### src/rtl/dcache_pkg.sv
// Shared types, funct3 encodings and address-field width helpers for the 2-way data cache.
package dcache_pkg;

  typedef enum logic [1:0] {
    IDLE,
    WRITEBACK,
    REFILL
  } state_t;

  localparam logic [2:0] F3_B  = 3'b000;
  localparam logic [2:0] F3_H  = 3'b001;
  localparam logic [2:0] F3_W  = 3'b010;
  localparam logic [2:0] F3_BU = 3'b100;
  localparam logic [2:0] F3_HU = 3'b101;

  function automatic int off_w(input int block_words);
    return $clog2(block_words) + 2;
  endfunction

  function automatic int idx_w(input int num_sets);
    return $clog2(num_sets);
  endfunction

  function automatic int tag_w(input int addr_width, input int num_sets, input int block_words);
    return addr_width - idx_w(num_sets) - off_w(block_words);
  endfunction

endpackage

### src/rtl/dcache_align.sv
// Load extract/extend and store byte-lane merge on one 32-bit cached word.
module dcache_align
  import dcache_pkg::*;
(
  input  logic [31:0] word,
  input  logic [31:0] wdata,
  input  logic [2:0]  funct3,
  input  logic [1:0]  byte_off,
  output logic [31:0] load_data,
  output logic [31:0] store_word,
  output logic        store_en
);

  logic [4:0]  sh;
  logic [7:0]  byte_v;
  logic [15:0] half_v;

  // NOTE: every output gets a default first, so no path leaves one unassigned and no latch is inferred.
  always_comb begin
    sh         = {byte_off, 3'b000};
    byte_v     = word[sh +: 8];
    half_v     = byte_off[1] ? word[31:16] : word[15:0];
    load_data  = '0;
    store_word = word;
    store_en   = 1'b0;

    case (funct3)
      F3_B:  load_data = {{24{byte_v[7]}}, byte_v};
      F3_H:  load_data = {{16{half_v[15]}}, half_v};
      F3_W:  load_data = word;
      F3_BU: load_data = {24'b0, byte_v};
      F3_HU: load_data = {16'b0, half_v};
      default: load_data = '0;
    endcase

    case (funct3)
      F3_B: begin
        store_word[sh +: 8] = wdata[7:0];
        store_en            = 1'b1;
      end
      F3_H: begin
        if (byte_off[1]) store_word[31:16] = wdata[15:0];
        else             store_word[15:0]  = wdata[15:0];
        store_en = 1'b1;
      end
      F3_W: begin
        store_word = wdata;
        store_en   = 1'b1;
      end
      default: store_en = 1'b0;
    endcase
  end

endmodule

### src/rtl/dcache_2way.sv
// 2-way set-associative write-back, write-allocate data cache with per-set LRU
// and a ready/valid miss FSM towards main memory.
module dcache_2way
  import dcache_pkg::*;
#(
  parameter int DATA_WIDTH  = 32,
  parameter int ADDR_WIDTH  = 32,
  parameter int NUM_SETS    = 4,
  parameter int BLOCK_WORDS = 4
) (
  input  logic                              clk,
  input  logic                              rst,
  input  logic                              cpu_req,
  input  logic                              cpu_we,
  input  logic [ADDR_WIDTH-1:0]             addr,
  input  logic [DATA_WIDTH-1:0]             WriteData,
  input  logic [2:0]                        funct3,
  output logic [DATA_WIDTH-1:0]             cache_read,
  output logic                              stall,
  output logic                              mem_req,
  output logic                              mem_we,
  output logic [ADDR_WIDTH-1:0]             mem_addr,
  output logic [BLOCK_WORDS*DATA_WIDTH-1:0] mem_wdata,
  input  logic [BLOCK_WORDS*DATA_WIDTH-1:0] mem_rdata,
  input  logic                              mem_ready
);

  localparam int OFF    = off_w(BLOCK_WORDS);
  localparam int IDX    = idx_w(NUM_SETS);
  localparam int TAG    = tag_w(ADDR_WIDTH, NUM_SETS, BLOCK_WORDS);
  localparam int WSEL   = $clog2(BLOCK_WORDS);
  localparam int LINE_W = BLOCK_WORDS * DATA_WIDTH;

  logic [TAG-1:0]    tag_q  [2][NUM_SETS];
  logic [LINE_W-1:0] line_q [2][NUM_SETS];
  logic [1:0][NUM_SETS-1:0] valid_q;
  logic [1:0][NUM_SETS-1:0] dirty_q;
  logic [NUM_SETS-1:0]      lru_q;
  state_t state_q;
  logic   victim_q;

  logic [IDX-1:0]  idx;
  logic [TAG-1:0]  tag;
  logic [WSEL-1:0] word_sel;
  assign idx      = addr[OFF+IDX-1:OFF];
  assign tag      = addr[ADDR_WIDTH-1:OFF+IDX];
  assign word_sel = addr[OFF-1:2];

  logic hit0, hit1, hit, hit_way, victim;
  assign hit0    = valid_q[0][idx] && (tag_q[0][idx] == tag);
  assign hit1    = valid_q[1][idx] && (tag_q[1][idx] == tag);
  assign hit     = hit0 || hit1;
  assign hit_way = hit1;
  // Fill an empty way before evicting anything.
  assign victim  = !valid_q[0][idx] ? 1'b0 : (!valid_q[1][idx] ? 1'b1 : lru_q[idx]);

  logic lookup, hit_access, miss;
  assign lookup     = (state_q == IDLE) && cpu_req;
  assign hit_access = lookup && hit;
  assign miss       = lookup && !hit;

  // Gated by rst so an abort releases the core in the same cycle.
  assign stall     = !rst && ((state_q != IDLE) || miss);
  assign mem_wdata = line_q[victim_q][idx];

  logic [DATA_WIDTH-1:0] hit_word, store_word;
  logic                  store_en;
  assign hit_word = line_q[hit_way][idx][int'(word_sel)*DATA_WIDTH +: DATA_WIDTH];

  dcache_align u_align (
    .word       (hit_word),
    .wdata      (WriteData),
    .funct3     (funct3),
    .byte_off   (addr[1:0]),
    .load_data  (cache_read),
    .store_word (store_word),
    .store_en   (store_en)
  );

  // NOTE: sequential state uses non-blocking assignments so every register samples pre-edge values.
  always_ff @(posedge clk or posedge rst) begin
    if (rst) begin
      state_q  <= IDLE;
      mem_req  <= 1'b0;
      mem_we   <= 1'b0;
      mem_addr <= '0;
      victim_q <= 1'b0;
      valid_q  <= '0;
      dirty_q  <= '0;
      lru_q    <= '0;
    end else begin
      case (state_q)
        IDLE: begin
          if (hit_access) begin
            lru_q[idx] <= ~hit_way;
            if (cpu_we && store_en) dirty_q[hit_way][idx] <= 1'b1;
          end else if (miss) begin
            victim_q <= victim;
            mem_req  <= 1'b1;
            if (valid_q[victim][idx] && dirty_q[victim][idx]) begin
              state_q  <= WRITEBACK;
              mem_we   <= 1'b1;
              mem_addr <= {tag_q[victim][idx], idx, {OFF{1'b0}}};
            end else begin
              state_q  <= REFILL;
              mem_we   <= 1'b0;
              mem_addr <= {tag, idx, {OFF{1'b0}}};
            end
          end
        end
        WRITEBACK: begin
          if (mem_ready) begin
            state_q  <= REFILL;
            mem_we   <= 1'b0;
            mem_addr <= {tag, idx, {OFF{1'b0}}};
          end
        end
        REFILL: begin
          if (mem_ready) begin
            state_q                <= IDLE;
            mem_req                <= 1'b0;
            valid_q[victim_q][idx] <= 1'b1;
            dirty_q[victim_q][idx] <= 1'b0;
          end
        end
        default: state_q <= IDLE;
      endcase
    end
  end

  // NOTE: line data and tags are deliberately not reset; the valid bits alone qualify them.
  always_ff @(posedge clk) begin
    if (hit_access && cpu_we && store_en)
      line_q[hit_way][idx][int'(word_sel)*DATA_WIDTH +: DATA_WIDTH] <= store_word;
    if ((state_q == REFILL) && mem_ready) begin
      line_q[victim_q][idx] <= mem_rdata;
      tag_q[victim_q][idx]  <= tag;
    end
  end

endmodule
### config.mk
export PLATFORM = sky130hd
export DESIGN_NAME = dcache_2way
export DESIGN_NICKNAME = d
export VERILOG_FILES = /design/src/rtl/dcache_pkg.sv /design/src/rtl/dcache_align.sv /design/src/rtl/dcache_2way.sv
export SDC_FILE = /design/constraint.sdc
export NUM_CORES = 2
export LEC_CHECK = 0
export CELL_PAD_IN_SITES_DETAIL_PLACEMENT = 1
export CELL_PAD_IN_SITES_GLOBAL_PLACEMENT = 1
export CORE_AREA = 4 4 337 339
export CTS_BUF_LIST = sky130_fd_sc_hd__clkbuf_16
export CTS_CLUSTER_SIZE = 40
export DETAILED_ROUTE_END_ITERATION = 12
export DIE_AREA = 0 0 341 343
export GPL_ROUTABILITY_DRIVEN = 0
export GPL_TIMING_DRIVEN = 1
export PLACE_DENSITY = 0.94
export SKIP_CTS_REPAIR_TIMING = 1
export SKIP_LAST_GASP = 1
export SYNTH_ARGS = -nofsm -noshare
export SYNTH_HDL_FRONTEND = slang
export SYNTH_SLANG_ARGS = --single-unit
### constraint.sdc
create_clock -name clk -period 10.9 [get_ports clk]
set_clock_uncertainty 0.05 [all_clocks]
set_input_delay 1.635 -clock clk [delete_from_list [all_inputs] [get_ports clk]]
set_output_delay 1.635 -clock clk [all_outputs]
set_load 0.02 [all_outputs]
==> results of run 1 <==
## per-layer routing
metal  overflow  global-route usage
met1          3              0.6556
met2         64              0.8028
met3          7              0.6069
met4         61              0.6437
met5          2              0.3770
## stage by stage
stage / hold WS (ns) / cell area, sq um
3_5_place_dp: 0.4370 / 66400
2_1_floorplan: 0.4068 / 60610
3_3_place_gp: 0.4308 / 66400
4_1_cts: 0.4510 / 70650
## logic make-up after synthesis
logic type               Yosys count  synth area share
AO/OA/AOI/OAI                    884            0.1025
XOR/XNOR                          47          0.006792
adder cells (fa/ha/maj)           10          0.002065
buffers and inverters            358           0.02585
flip-flops                      1285            0.6323
multiplexers                     639            0.1845
other                              1        0.00006188
AND/OR/NAND/NOR                  614           0.04581
==> flow_metrics.env, run 1 <==
export IMPL_yosys_top_cells_count="1232 x edfxtp_1, 380 x mux4_2, 261 x nand2_1"
export IMPL_antenna_found_initial=53
export IMPL_synth_area_top_cells="edfxtp_1 61%, mux4_2 14%, mux2i_1 3.9%"
export IMPL_die_w_um=341
export IMPL_synth_top_area_cell="edfxtp_1"
export IMPL_haltStage="5_1_grt"
export IMPL_clockBufferDepth=3
export IMPL_synth_area_sq_mm=0.06060
export IMPL_synth_cells=3838
export IMPL_synth_most_common_cell="edfxtp_1"
export IMPL_stop_error="[ERROR GRT-0232] Routing congestion too high. Check the congestion heatmap in the GUI."
export IMPL_synth_top_area_share=0.6105
export IMPL_yosys_warnings=0
export IMPL_synth_edf_count=1232
export IMPL_cts_sinks=1285
export IMPL_h_tree_depth=4
export IMPL_rows=122
export IMPL_grt_max_degree=143
export IMPL_dp_cells=5536
export IMPL_cts_buffers=135
export IMPL_ctsRootBufferMaster="clkbuf_16"
export IMPL_synth_distinct_cells=74
export IMPL_io_buffers=390
export IMPL_avgSynthCellArea_sq_um=15.79
export IMPL_initial_core_util=0.5491
export IMPL_fp_dieH_um=343
export IMPL_status="did not finish"
export IMPL_ys_ff_latch=1285
export IMPL_synthArstFlopShare=0.04125
export IMPL_ioPinCount=395
export IMPL_grtUsageTotal=0.6776
export IMPL_dp_hpwl_um=164700
export IMPL_dp_slack_ns=1.421
export IMPL_ys_seq_area_frac=0.6323
export IMPL_grt_overflow_total=137
export IMPL_yosys_most_used_dff="edfxtp_1"
==> run 2: changes to the inputs <==
==> config.mk (replaced) <==
export PLATFORM = sky130hd
export DESIGN_NAME = dcache_2way
export DESIGN_NICKNAME = d
export VERILOG_FILES = /design/src/rtl/dcache_pkg.sv /design/src/rtl/dcache_align.sv /design/src/rtl/dcache_2way.sv
export SDC_FILE = /design/constraint.sdc
export NUM_CORES = 2
export LEC_CHECK = 0
export CORE_AREA = 4 4 395 397
export DETAILED_ROUTE_END_ITERATION = 12
export DIE_AREA = 0 0 399 401
export GPL_ROUTABILITY_DRIVEN = 0
export GPL_TIMING_DRIVEN = 1
export PLACE_DENSITY_LB_ADDON = 0.15
export SKIP_CTS_REPAIR_TIMING = 1
export SKIP_LAST_GASP = 1
export SYNTH_ARGS = -nofsm -noshare
export SYNTH_HDL_FRONTEND = slang
export SYNTH_SLANG_ARGS = --single-unit
==> flow_metrics.env, run 2 <==
export IMPL_largest_register_ffs=1024
export IMPL_final_cell_mix="1232 x edfxtp_1, 385 x clkdlybuf4s50_1, 380 x mux4_2"
export IMPL_clockBufferDepth=3
export IMPL_core_area_sq_mm=0.1519
export IMPL_grt_pass1_wl_um=327600
export IMPL_hold_path_class="reg -> reg"
export IMPL_synth_top_area_cell="edfxtp_1"
export IMPL_tns_ns=0
export IMPL_setup_slack_ns=1.439
export IMPL_rows=143
export IMPL_synth_cells=3838
export IMPL_worstSkewPairLatency_ns=0.78
export IMPL_worstPathArrival_ns=7.78
export IMPL_final_hold_viol_count=0
export IMPL_synth_area_sq_mm=0.06060
export IMPL_synthXorXnorAreaFrac=0.006792
export IMPL_utilization=0.4714
export IMPL_end_kind="output pin"
export IMPL_wl_per_cell_um=37.56
export IMPL_yosys_most_used_dff="edfxtp_1"
export IMPL_synthArstFlopShare=0.04125
export IMPL_synth_top_area_share=0.6105
export IMPL_grt_max_degree=126
export IMPL_leakage_nw=23.16
export IMPL_dp_hpwl_um=152100
export IMPL_synth_mux_area_frac=0.1845
export IMPL_synth_most_common_cell="edfxtp_1"
export IMPL_clk_pin_slew_worst_paths_ns=0.06
export IMPL_top_regs="line_q: 1024 flops, tag_q: 208 flops, mem_addr: 28 flops"
export IMPL_dp_cells=6077
export IMPL_avgSynthCellArea_sq_um=15.79
export IMPL_grt_pass1_vias=40150
export IMPL_finalCritPeriodShare=0.8680
export IMPL_synth_compound_area_frac=0.1025
export IMPL_crit_fanout=62
export IMPL_ys_ff_latch=1285
export IMPL_worstPathRequired_ns=9.22
export IMPL_fin_cells=6348
export IMPL_finalSetupViolCount=0
export IMPL_cp_start_kind="input pin"
export IMPL_ctsRootBufferMaster="clkbuf_16"
export IMPL_vias=41500
export IMPL_ant_nets=0
export IMPL_synth_area_top_cells="edfxtp_1 61%, mux4_2 14%, mux2i_1 3.9%"
export IMPL_worst_pin_slew_ns=1.324
export IMPL_critPathKind="in -> out"
export IMPL_synth_edf_count=1232
export IMPL_final_common_cell="edfxtp_1"
export IMPL_io_buffers=390
export IMPL_drtPass1Iterations=9
export IMPL_cts_tree="built"
export IMPL_die_area_sq_mm=0.1600
export IMPL_final_max_slew_viol_count=0
export IMPL_relSlewSlack=0.1154
export IMPL_multi_input_area_sq_mm=0.02112
export IMPL_h_tree_depth=4
export IMPL_yosys_top_cells_count="1232 x edfxtp_1, 380 x mux4_2, 261 x nand2_1"
export IMPL_filler_cell_count=12980
export IMPL_route_detailed_drc=0
export IMPL_initial_core_util=0.3990
export IMPL_regMostFlops="line_q"
export IMPL_ioPinCount=395
export IMPL_cts_sinks=1285
export IMPL_die_w_um=399
export IMPL_synth_top_family_by_area="multiplexers"
export IMPL_fmax_ghz=0.1057
export IMPL_power_density_mw_per_mm2=200.7
export IMPL_drt_total_wl_um=238500
export IMPL_rsz0062_at_grt="false"
export IMPL_ys_seq_area_frac=0.6323
export IMPL_regArea_sq_mm=0.03833
export IMPL_ir_drop_mv=0.1688
export IMPL_status="finished, final reports clean"
export IMPL_synthToLayoutAreaGrowth_pct=18.17
export IMPL_grtUsageTotal=0.2925
export IMPL_synth_fa_ha_area_frac=0.002065
export IMPL_cts_buffers=143
export IMPL_yosys_warnings=0
export IMPL_via_per_inst=6.538
export IMPL_drive_gt1_frac=0.1878
export IMPL_final_nets=4402
export IMPL_finalHoldWorstSlack_ns=0.4537
export IMPL_dp_slack_ns=1.587
export IMPL_maxCapViolCount=0
export IMPL_yosys_area_share_simple=0.04581
export IMPL_grt_overflow_total=0
export IMPL_synth_distinct_cells=74
export IMPL_fp_dieH_um=401
export IMPL_antenna_found_initial=19
export IMPL_period_minus_slack_ns=9.461
export IMPL_dr_first_iter_drc_count=5887
## run 2: worst max-delay path, stage by stage
cell	delay, ns
buf_8	0.51
mux4_2	0.62
xnor2_1	0.30
nand3_1	0.16
nor4_1	0.59
and3_1	0.86
mux4_2	0.73
mux2_2	0.32
and2_4	0.17
nor3b_4	0.82
o31a_1	0.36
clkdlybuf4s50_1	0.65
## run 2: worst paths after layout
kind | startpoint | endpoint | slack, ns | cells after the start
hold reg to reg | valid_q[4] | valid_q[4] | 0.45 | 1
max in group asynchronous | rst | victim_q | 8.52 | 3
hold / removal | valid_q[4] | valid_q[4] | 0.45 | 1
min in group asynchronous | rst | mem_addr[29] | 1.35 | 2
setup reg to reg | tag_q[1][21] | line_q[1][186] | 5.18 | 10
setup / recovery | addr[4] | cache_read[12] | 1.44 | 12
## run 2: through the flow
stage	total power, W	area, sq um
final	0.01437	71610
after global routing	0.01483	71590
after CTS	0.01441	71590
after detailed placement	0.009788	67110
after global placement	0.009787	67110
after floorplan	0.008024	60610
## run 2: logic make-up (layout without fill, tap and decap cells)
kind of cell / after synthesis / in the layout
DFF: 1285 / 1285
xor gates and xnor gates: 47 / 47
other: 1 / 14
adders and majority gates: 10 / 10
buffers and inverters: 358 / 825
and+or+nand+nor: 614 / 614
muxes: 639 / 639
AOI/OAI and AO/OA: 884 / 884
## run 2: routing by layer
metal  routed length [um]  GRT usage  up-vias
met5                   48          0        -
met4                12430     0.1311        8
met3                27690    0.07610      493
met2               107100     0.4422     2855
met1                91230     0.3983    21570
li1                     -          -    16580
## run 2: cell type report
type	count	share of cell area
multi-input cells	2198	0.2949
well taps	2030	0.03547
repair buffers	518	0.06912
flip-flops and latches	1285	0.5352
inverters	46	0.002429
diodes	10	0.0003494
clock buffers	191	0.05336
clock inverters	70	0.009260
## run 2: report_power, final
part | total, W | switching, W | leakage [nW] | internal [W]
logic | 0.00372 | 0.00240 | 9.05 | 0.00132
clock network | 0.00465 | 0.00202 | 2.16 | 0.00263
registers | 0.00600 | 0.000144 | 11.9 | 0.00586
total | 0.0144 | 0.00456 | 23.2 | 0.00981
Note: power is estimated with default switching activity, not from simulation.
